**src/rtl/clk_rst_pkg.sv**
```systemverilog
// ---------------------------------------------------------------------------
// clk_rst_pkg
// Shared types and constants for the clock-enable / reset sequencer.
//   seq_state_t      : sequencer FSM states
//   LOSS_CNT_W       : width of the lock-loss event counter
//   DEF_LOCK_STABLE  : default lock-stable qualification length (cycles)
//   DEF_RST_STAGGER  : default spacing between channel reset releases (cycles)
// ---------------------------------------------------------------------------
package clk_rst_pkg;

    typedef enum logic [1:0] {
        WAIT_LOCK = 2'd0,
        STABLE    = 2'd1,
        RELEASE   = 2'd2,
        RUN       = 2'd3
    } seq_state_t;

    localparam int LOSS_CNT_W      = 8;
    localparam int DEF_LOCK_STABLE = 1024;
    localparam int DEF_RST_STAGGER = 16;

endpackage

```
**src/rtl/clk_rst_seq_ce_div.sv**
```systemverilog
// ---------------------------------------------------------------------------
// ce_div
// Single-channel clock-enable divider. Produces a one-cycle strobe every
// i_ratio cycles (every cycle for ratios 0 and 1) while out of reset.
// Ports:
//   i_clk   : system clock
//   i_rst   : synchronous reset, active-high; holds the count at 0
//   i_ratio : divide ratio, may change at any time
//   o_ce    : registered clock-enable strobe
// ---------------------------------------------------------------------------
module ce_div #(
    parameter int DIV_W = 16
) (
    input  logic             i_clk,
    input  logic             i_rst,
    input  logic [DIV_W-1:0] i_ratio,
    output logic             o_ce
);

    logic [DIV_W-1:0] r_div_cnt;
    logic             r_ce;
    logic             w_wrap;

    // The >= compare makes a reduced ratio wrap at once instead of running
    // the counter up to its maximum; it also keeps the increment from
    // ever overflowing.
    assign w_wrap = (i_ratio <= DIV_W'(1)) || (r_div_cnt >= (i_ratio - DIV_W'(1)));

    always_ff @(posedge i_clk) begin
        if (i_rst) begin
            r_div_cnt <= '0;
            r_ce      <= 1'b0;
        end else if (w_wrap) begin
            r_div_cnt <= '0;
            r_ce      <= 1'b1;
        end else begin
            r_div_cnt <= r_div_cnt + DIV_W'(1);
            r_ce      <= 1'b0;
        end
    end

    assign o_ce = r_ce;

endmodule

```
**src/rtl/clk_rst_seq.sv**
```systemverilog
// ---------------------------------------------------------------------------
// clk_rst_seq
// Synchronises and qualifies the MMCM LOCKED flag, releases per-channel
// synchronous resets in a staggered order, and generates per-channel divided
// clock-enable strobes. Any loss of lock re-asserts every channel reset.
//
// Optional feature macro: LOCK_LOSS_CNT_EN adds lock_lost_cnt_o, a saturating
// count of lock-loss events cleared only by sys_rst.
//
// Ports:
//   sys_clk         : system clock, rising edge
//   sys_rst         : synchronous reset, active-high
//   pll_locked_i    : MMCM LOCKED, asynchronous to sys_clk
//   div_ratio_i     : per-channel divide ratio, channel k at [k*DIV_W +: DIV_W]
//   ce_o            : per-channel one-cycle clock-enable strobe
//   ch_rst_o        : per-channel synchronous reset, active-high
//   all_ready_o     : every channel released and lock good
//   lock_lost_cnt_o : lock-loss event count (LOCK_LOSS_CNT_EN only)
//
// state     | meaning
// ----------+------------------------------------------------------------
// WAIT_LOCK | all channels in reset, waiting for synchronised lock
// STABLE    | lock seen, counting consecutive good cycles
// RELEASE   | releasing channel resets one by one, RST_STAGGER apart
// RUN       | all channels released, all_ready_o high
// ---------------------------------------------------------------------------
module clk_rst_seq
    import clk_rst_pkg::*;
#(
    parameter int NUM_CH      = 2,
    parameter int DIV_W       = 16,
    parameter int LOCK_STABLE = DEF_LOCK_STABLE,
    parameter int RST_STAGGER = DEF_RST_STAGGER
) (
    input  logic                    sys_clk,
    input  logic                    sys_rst,
    input  logic                    pll_locked_i,
    input  logic [NUM_CH*DIV_W-1:0] div_ratio_i,
    output logic [NUM_CH-1:0]       ce_o,
    output logic [NUM_CH-1:0]       ch_rst_o,
    output logic                    all_ready_o
`ifdef LOCK_LOSS_CNT_EN
    ,
    output logic [LOSS_CNT_W-1:0]   lock_lost_cnt_o
`endif
);

    localparam int STAB_W = $clog2(LOCK_STABLE);
    localparam int GAP_W  = $clog2(RST_STAGGER + 1);
    localparam int IDX_W  = (NUM_CH > 1) ? $clog2(NUM_CH) : 1;

    localparam logic [STAB_W-1:0] STAB_LAST = STAB_W'(LOCK_STABLE - 1);
    localparam logic [GAP_W-1:0]  GAP_LAST  = GAP_W'(RST_STAGGER - 1);
    localparam logic [IDX_W-1:0]  IDX_LAST  = IDX_W'(NUM_CH - 1);

    logic              r_sync1;
    logic              r_lock_s;
    seq_state_t        r_state;
    logic [STAB_W-1:0] r_stab_cnt;
    logic [GAP_W-1:0]  r_gap_cnt;
    logic [IDX_W-1:0]  r_rel_idx;
    logic [NUM_CH-1:0] r_ch_rst;
    logic              r_all_ready;

    seq_state_t        w_state_nxt;
    logic [STAB_W-1:0] w_stab_nxt;
    logic [GAP_W-1:0]  w_gap_nxt;
    logic [IDX_W-1:0]  w_idx_nxt;
    logic [NUM_CH-1:0] w_ch_rst_nxt;
    logic              w_ready_nxt;
    logic [NUM_CH-1:0] w_div_rst;

    always_ff @(posedge sys_clk) begin
        if (sys_rst) begin
            r_sync1     <= 1'b0;
            r_lock_s    <= 1'b0;
            r_state     <= WAIT_LOCK;
            r_stab_cnt  <= '0;
            r_gap_cnt   <= '0;
            r_rel_idx   <= '0;
            r_ch_rst    <= '1;
            r_all_ready <= 1'b0;
        end else begin
            r_sync1     <= pll_locked_i;
            r_lock_s    <= r_sync1;
            r_state     <= w_state_nxt;
            r_stab_cnt  <= w_stab_nxt;
            r_gap_cnt   <= w_gap_nxt;
            r_rel_idx   <= w_idx_nxt;
            r_ch_rst    <= w_ch_rst_nxt;
            r_all_ready <= w_ready_nxt;
        end
    end

    always_comb begin
        w_state_nxt  = r_state;
        w_stab_nxt   = r_stab_cnt;
        w_gap_nxt    = r_gap_cnt;
        w_idx_nxt    = r_rel_idx;
        w_ch_rst_nxt = r_ch_rst;
        w_ready_nxt  = r_all_ready;

        case (r_state)
            WAIT_LOCK: begin
                w_stab_nxt   = '0;
                w_gap_nxt    = '0;
                w_idx_nxt    = '0;
                w_ch_rst_nxt = '1;
                w_ready_nxt  = 1'b0;
                if (r_lock_s) begin
                    w_state_nxt = STABLE;
                end
            end
            STABLE: begin
                if (r_stab_cnt == STAB_LAST) begin
                    w_state_nxt     = RELEASE;
                    w_stab_nxt      = '0;
                    w_gap_nxt       = '0;
                    w_idx_nxt       = '0;
                    w_ch_rst_nxt[0] = 1'b0;
                end else begin
                    w_stab_nxt = r_stab_cnt + STAB_W'(1);
                end
            end
            RELEASE: begin
                // The last channel was released on entry to this cycle, so
                // all_ready_o follows one cycle behind its reset falling.
                if (r_rel_idx == IDX_LAST) begin
                    w_state_nxt = RUN;
                    w_gap_nxt   = '0;
                    w_ready_nxt = 1'b1;
                end else if (r_gap_cnt == GAP_LAST) begin
                    w_gap_nxt = '0;
                    w_idx_nxt = r_rel_idx + IDX_W'(1);
                    for (int k = 0; k < NUM_CH; k++) begin
                        if (k == int'(r_rel_idx) + 1) begin
                            w_ch_rst_nxt[k] = 1'b0;
                        end
                    end
                end else begin
                    w_gap_nxt = r_gap_cnt + GAP_W'(1);
                end
            end
            RUN: begin
                w_ready_nxt = 1'b1;
            end
            default: begin
                w_state_nxt  = WAIT_LOCK;
                w_ch_rst_nxt = '1;
                w_ready_nxt  = 1'b0;
            end
        endcase

        // Loss of lock overrides every other transition.
        if ((r_state != WAIT_LOCK) && !r_lock_s) begin
            w_state_nxt  = WAIT_LOCK;
            w_stab_nxt   = '0;
            w_gap_nxt    = '0;
            w_idx_nxt    = '0;
            w_ch_rst_nxt = '1;
            w_ready_nxt  = 1'b0;
        end
    end

    assign ch_rst_o    = r_ch_rst;
    assign all_ready_o = r_all_ready;

    // Dividers reset on the same edge ch_rst_o rises (lock loss or sys_rst)
    // but only start counting once ch_rst_o is actually low.
    assign w_div_rst = r_ch_rst | w_ch_rst_nxt | {NUM_CH{sys_rst}};

    for (genvar k = 0; k < NUM_CH; k++) begin : g_ch
        ce_div #(
            .DIV_W (DIV_W)
        ) u_ce_div (
            .i_clk   (sys_clk),
            .i_rst   (w_div_rst[k]),
            .i_ratio (div_ratio_i[k*DIV_W +: DIV_W]),
            .o_ce    (ce_o[k])
        );
    end

`ifdef LOCK_LOSS_CNT_EN
    logic [LOSS_CNT_W-1:0] r_lost_cnt;
    logic                  w_loss;

    assign w_loss = (r_state != WAIT_LOCK) && !r_lock_s;

    always_ff @(posedge sys_clk) begin
        if (sys_rst) begin
            r_lost_cnt <= '0;
        end else if (w_loss && (r_lost_cnt != '1)) begin
            r_lost_cnt <= r_lost_cnt + LOSS_CNT_W'(1);
        end
    end

    assign lock_lost_cnt_o = r_lost_cnt;
`endif

endmodule

```
**config.mk**
```make
export PLATFORM = sky130hd
export DESIGN_NAME = clk_rst_seq
export DESIGN_NICKNAME = d
export VERILOG_FILES = /design/src/rtl/clk_rst_pkg.sv /design/src/rtl/clk_rst_seq_ce_div.sv /design/src/rtl/clk_rst_seq.sv
export SDC_FILE = /design/constraint.sdc
export NUM_CORES = 1
export LEC_CHECK = 0
export CAP_MARGIN = 20
export CORE_UTILIZATION = 35
export CTS_CLUSTER_DIAMETER = 150
export DETAILED_ROUTE_END_ITERATION = 8
export PLACE_DENSITY = 0.59
export REMOVE_ABC_BUFFERS = 1
export SYNTH_ARGS = -nofsm -noshare
export SYNTH_HDL_FRONTEND = slang
export SYNTH_SLANG_ARGS = --single-unit
```
**constraint.sdc**
```tcl
create_clock -name sys_clk -period 3.5 [get_ports sys_clk]
set_input_delay 0.7 -clock sys_clk [delete_from_list [all_inputs] [get_ports sys_clk]]
set_output_delay 0.7 -clock sys_clk [all_outputs]
set_load 0.01 [all_outputs]
```
**After elaboration in Yosys (flattened, before gate mapping)**

Index checks and enable logic that the tools add are counted.

- Add/sub/neg operators: 8
- Reductions and logical operators: 16
- Multiplexer cells: 26
- Eq/ne operators: 9
- Bitwise operators: 2
- Magnitude comparators: 4

Operators with widths:

| kind | number |
|---|---|
| $add 16x1->16 const B | 2 |
| $ge 16x16->1 | 2 |
| $le 16x1->1 const B | 2 |
| $logic_not 32->1 | 1 |
| $sub 16x1->16 const B | 2 |
| $pmux 10 s2 | 1 |
| $mux 5 | 3 |
| $pmux 5 s3 | 1 |
| $mux 2 | 6 |
| $add 10x1->10 const B | 1 |
| $eq 10x10->1 const B | 1 |
| $mux 10 | 1 |
| $mux 1 | 9 |
| $pmux 1 s3 | 3 |
| $ne 2x2->1 const B | 3 |
| $pmux 2 s3 | 1 |
| $reduce_bool 3->1 | 2 |
| $reduce_or 2->1 | 3 |
| $add 5x1->5 const B | 1 |
| $eq 5x4->1 const B | 1 |
| $eq 2x2->1 const B | 2 |
| $or 2x2->2 | 2 |
| $reduce_and 2->1 | 2 |
| $reduce_and 4->1 | 1 |
| 10 further kinds | 12 |

- Bits of input ports: 35
- Register bits: 57
- Output and inout port bits: 5

**Longest topological paths before layout**

Gate-level depths: netlist of run 1.

- Depth after elaboration: 10
- Gate-level depth with buffers: 12
- Gate-level depth less buffers: 11

**Hierarchy**

Synthesis of run 1 repeated with hierarchy kept, for this count alone.

- Cell total of the unflattened synthesis: 460
- Area, all modules: 3950.0 um^2

By module, submodules not included:

| module | area each (um^2) | instances | cells an instance |
|---|---|---|---|
| ce_div at g_ch[1].u_ce_div | 1380.1 | 1 | 161 |
| ce_div at g_ch[0].u_ce_div | 1363.8 | 1 | 160 |
| clk_rst_seq | 1206.2 | 1 | 139 |

**Least setup slack after synthesis of run 1**

Ideal clock, no wire load.

- Path kind: input to register
- Start: in div_ratio_i[7]
- End: reg g_ch[0].u_ce_div.r_div_cnt[15]
- Stages on the path: 11
- Buffers on the path: 2
- Required time: 3.384 ns
- Data arrival time: 3.147 ns
- Setup slack: 0.237 ns
- Path through: or4_4 > or3_1 > buf_6 > nor2_1 > xnor2_1 > ha_1 > nand4_1 > and3_1 > a221o_1 > clkbuf_1 > and3_2

- Cells in the longest elaborated chain, start to end: 4

Ends and longest elaborated chain:

| element | line | text |
|---|---|---|
| from (decl) | clk_rst_seq.sv:38 | `input logic [NUM_CH*DIV_W-1:0] div_ratio_i,` |
| $sub 16x1->16 | clk_rst_seq_ce_div.sv:27 | `assign w_wrap = (i_ratio <= DIV_W'(1)) \|\| (r_div_cnt >= (i_ratio - DIV_W'(1)));` |
| $ge 16x16->1 | clk_rst_seq_ce_div.sv:27 |  |
| $logic_or 1x1->1 (*) | clk_rst_seq_ce_div.sv:27 |  |
| $reduce_or 2->1 (no line) (*) | -- |  |
| to (signal assigned) | clk_rst_seq_ce_div.sv:37 | `r_div_cnt <= r_div_cnt + DIV_W'(1);` |
| to (decl) | clk_rst_seq_ce_div.sv:20 | `logic [DIV_W-1:0] r_div_cnt;` |

Mark *: on every way between the ends. The rest lies on a longest branch, timed or not.
A chain may end at the register's enable or synchronous reset.

**Worst setup path in the final report of run 1**

- Start: in div_ratio_i[3]
- End: reg g_ch[0].u_ce_div.r_div_cnt[0]

The elaborated chain is that of the path after synthesis.

==> results of run 1 <==
## critical path: stages
cell and delay (ps):
clkdlybuf4s50_1 430, nor3_1 350, nand3_1 310, nor3_1 250, xnor2_1 110, ha_1 300
o211ai_1 110, a31o_2 240, a221o_2 510, and3_2 240
## power groups by stage
stage	combinational, mW	clock [mW]	sequential [mW]
after floorplan	0.195	0	0.699
after global placement	0.341	0	0.698
after detailed placement	0.347	0	0.698
after CTS	0.350	0.619	0.684
after global routing	0.396	0.645	0.688
final	0.353	0.599	0.684
## final cells by class
class,instances,area share (%)
sequential,57,22.82
clock inverter,7,1.426
tap,136,3.403
timing repair buffer,84,15.62
inverter,17,1.276
multi-input combinational,364,52.98
clock buffer,9,2.477
## synthesized netlist by cell type, types with 2 or more instances
master / instances / area share (%)
a211o_1: 2 / 0.45
a211oi_1: 5 / 0.97
a21oi_1: 26 / 3.4
a31o_2: 2 / 0.45
a31oi_1: 2 / 0.32
a41oi_1: 2 / 0.45
and2_1: 3 / 0.49
and3_1: 18 / 2.9
and3_2: 6 / 1.2
buf_2: 2 / 0.26
buf_4: 2 / 0.39
buf_6: 2 / 0.58
clkbuf_1: 7 / 0.68
dfxtp_1: 57 / 30
ha_1: 45 / 15
inv_1: 17 / 1.7
mux2i_1: 2 / 0.52
nand2_1: 19 / 1.8
nand2b_1: 2 / 0.32
nand3_1: 24 / 3.1
nand3b_1: 2 / 0.39
nand4_1: 10 / 1.6
nand4b_1: 4 / 0.91
nor2_1: 35 / 3.4
nor2b_1: 7 / 1.1
nor3_1: 35 / 4.5
nor3b_1: 2 / 0.39
nor4_1: 8 / 1.3
o2111ai_1: 4 / 0.91
o211ai_1: 2 / 0.39
o21a_1: 4 / 0.78
o21ai_0: 12 / 1.6
or3_1: 6 / 0.97
or3b_2: 2 / 0.45
or4_1: 2 / 0.39
xnor2_1: 36 / 8.2
xor2_1: 19 / 4.3
## sequential cells by signal, summed over array words and instances (netlist names)
register,flops
all_ready_o,1
ch_rst_o,2
g_ch.u_ce_div.o_ce,2
g_ch.u_ce_div.r_div_cnt,32
r_gap_cnt,5
r_lock_s,1
r_rel_idx,1
r_stab_cnt,10
r_state,2
r_sync1,1
## per-layer routing
metal	vias to the layer above	track usage, %
li1	1807	-
met3	10	4.195
met2	36	26.41
met1	1592	20.06
met4	0	4.110
met5	-	0
## timing repair
action                                  4_1_cts  5_1_grt
gates resized for setup                       1       16
hold buffers                                  0        0
buffers inserted                              2        2
cloned                                        0        1
pin swaps                                     1        9
endpoints found under the setup margin       17       34
## through the flow
stage	setup TNS, ps	hold WS [ps]	std cells	setup WS [ps]	total power [mW]
5_1_grt	-167.0	480.3	674	-41.44	1.728
3_5_place_dp	-15450	457.1	653	-648.0	1.046
6_report	0	454.9	674	197.4	1.636
4_1_cts	0	453.5	671	23.99	1.653
3_3_place_gp	-12930	440.0	653	-509.4	1.039
2_1_floorplan	0	413.8	438	174.3	0.8945
## path summary, 6_finish.rpt
kind             startpoint                       endpoint  slack (ps)  depth (start not counted)
max          div_ratio_i[3]  g_ch[0].u_ce_div.r_div_cnt[0]         200                         10
min                 r_sync1                       r_lock_s         450                          1
max reg2reg   r_stab_cnt[0]                      r_rel_idx        1170                          6
min reg2reg         r_sync1                       r_lock_s         450                          1
## kinds of logic (layout without fill, tap and decap cells)
family	count (synthesis)	in the layout	synth area share [%]
adders and majority gates	45	45	14.58
xor gates and xnor gates	55	55	12.48
and+or+nand+nor	193	193	27.80
buffers and inverters	30	117	3.564
muxes	2	2	0.5185
AOI/OAI and AO/OA	69	69	11.50
DFF	57	57	29.55
==> impl_metrics.json, run 1 <==
{
  "synth.yosys.seq_area_share_pct": 29.55,
  "synthFlopType": "dfxtp_1",
  "num_rows": 37,
  "grt-ovfl-total": 0,
  "final_common_cell": "dfxtp_1",
  "dieArea_um2": 11460,
  "critPathArrivalTime_ps": 3540,
  "fin_util_pct": 47.58,
  "syn-instance-count": 451,
  "clock-root-buffer": "clkbuf_8",
  "setup_viol": 0,
  "p_int_mw": 1.157,
  "cts_buffer_depth": 2,
  "gp_congestion": 0.8115,
  "power.leakage_nw": 2.004,
  "endpoint_kind": "register",
  "drt_wl_total_um": 8665,
  "peakVddDrop_mv": 0.2765,
  "dr.max_layer_used": "met4",
  "grt_start_max_net_pins": 23,
  "grt_pass1_vias": 3322,
  "coreArea_um2": 10510,
  "grt_pass1_wl_um": 14520,
  "drt-initial-drc-count": 119,
  "seqPwrFrac_pct": 41.8,
  "worstSkewPairLatency_ps": 340,
  "antenna_cells": 0,
  "wl_met1_um": 4189,
  "cap_violations": 0,
  "power_frac_comb_pct": 21.6,
  "avgSynthCellArea_um2": 8.561,
  "cts_buffers": 9,
  "ys_warn_count": 0,
  "multi_input_area_um2": 2649,
  "fin_area_um2": 5000,
  "timing.final.hold_violations": 0,
  "postPlaceCellArea_um2": 4661,
  "min_period_ps": 3303,
  "power.share.clock_pct": 36.6,
  "layout_common_cells": "57 x dfxtp_1, 45 x ha_1, 42 x buf_4, 36 x xnor2_1",
  "fillers": 988,
  "power_density_nw_per_um2": 327.2,
  "wl_met3_um": 228,
  "synth-edff-count": 0,
  "path_clk_slew_ps": 70,
  "initial_core_util_pct": 36.74,
  "vias_per_cell": 5.111,
  "holdCritPathClass": "register to register",
  "nets": 613,
  "status": "finished, final reports clean",
  "wire_per_inst_um": 12.86,
  "p_sw_mw": 0.4790,
  "remaining_drc_errors": 0,
  "fmax_ghz": 0.3028,
  "slew_violations": 0,
  "synthDistinctLibCells": 53,
  "clock_skew_ps": 7.222,
  "dpl.hpwl_um": 6421,
  "critical_path_class": "primary input to register",
  "synthesis.area_um2": 3861,
  "startpoint_type": "primary input",
  "critPathRequiredTime_ps": 3740,
  "dieHeight_um": 107.0,
  "swShare_pct": 29.28,
  "rsz0062_at_grt": "true",
  "vias": 3445,
  "grtUsageTotal_pct": 15.81,
  "ios": 40,
  "portBuffers": 39,
  "relSlewSlack_pct": 29.05,
  "drive_above_1_share_pct": 16.54,
  "crit_path_max_fanout": 17,
  "wl_met2_um": 4143,
  "area_growth_pct": 29.49,
  "die_w_um": 107.0,
  "async_flop_share_pct": 0,
  "cts.sinks": 57,
  "tightest_slew_ps": 1055,
  "cts-htree-levels": 3,
  "cts_tree": "built",
  "dr.pass1.iters": 4,
  "ys_ff_latch": 57,
  "seq_area_um2": 1141,
  "finalCritPeriodShare_pct": 94.36,
  "antenna_left": 0,
  "grt_antenna_before_repair": 0
}
Note: power is estimated with default switching activity, not from simulation.
==> run 2, diff against run 1 <==
- CTS_CLUSTER_SIZE: not set -> 28
- SLEW_MARGIN: not set -> 0
==> results of run 2 <==
Same layout as run 1: the final DEF is identical, and so are final timing and power.
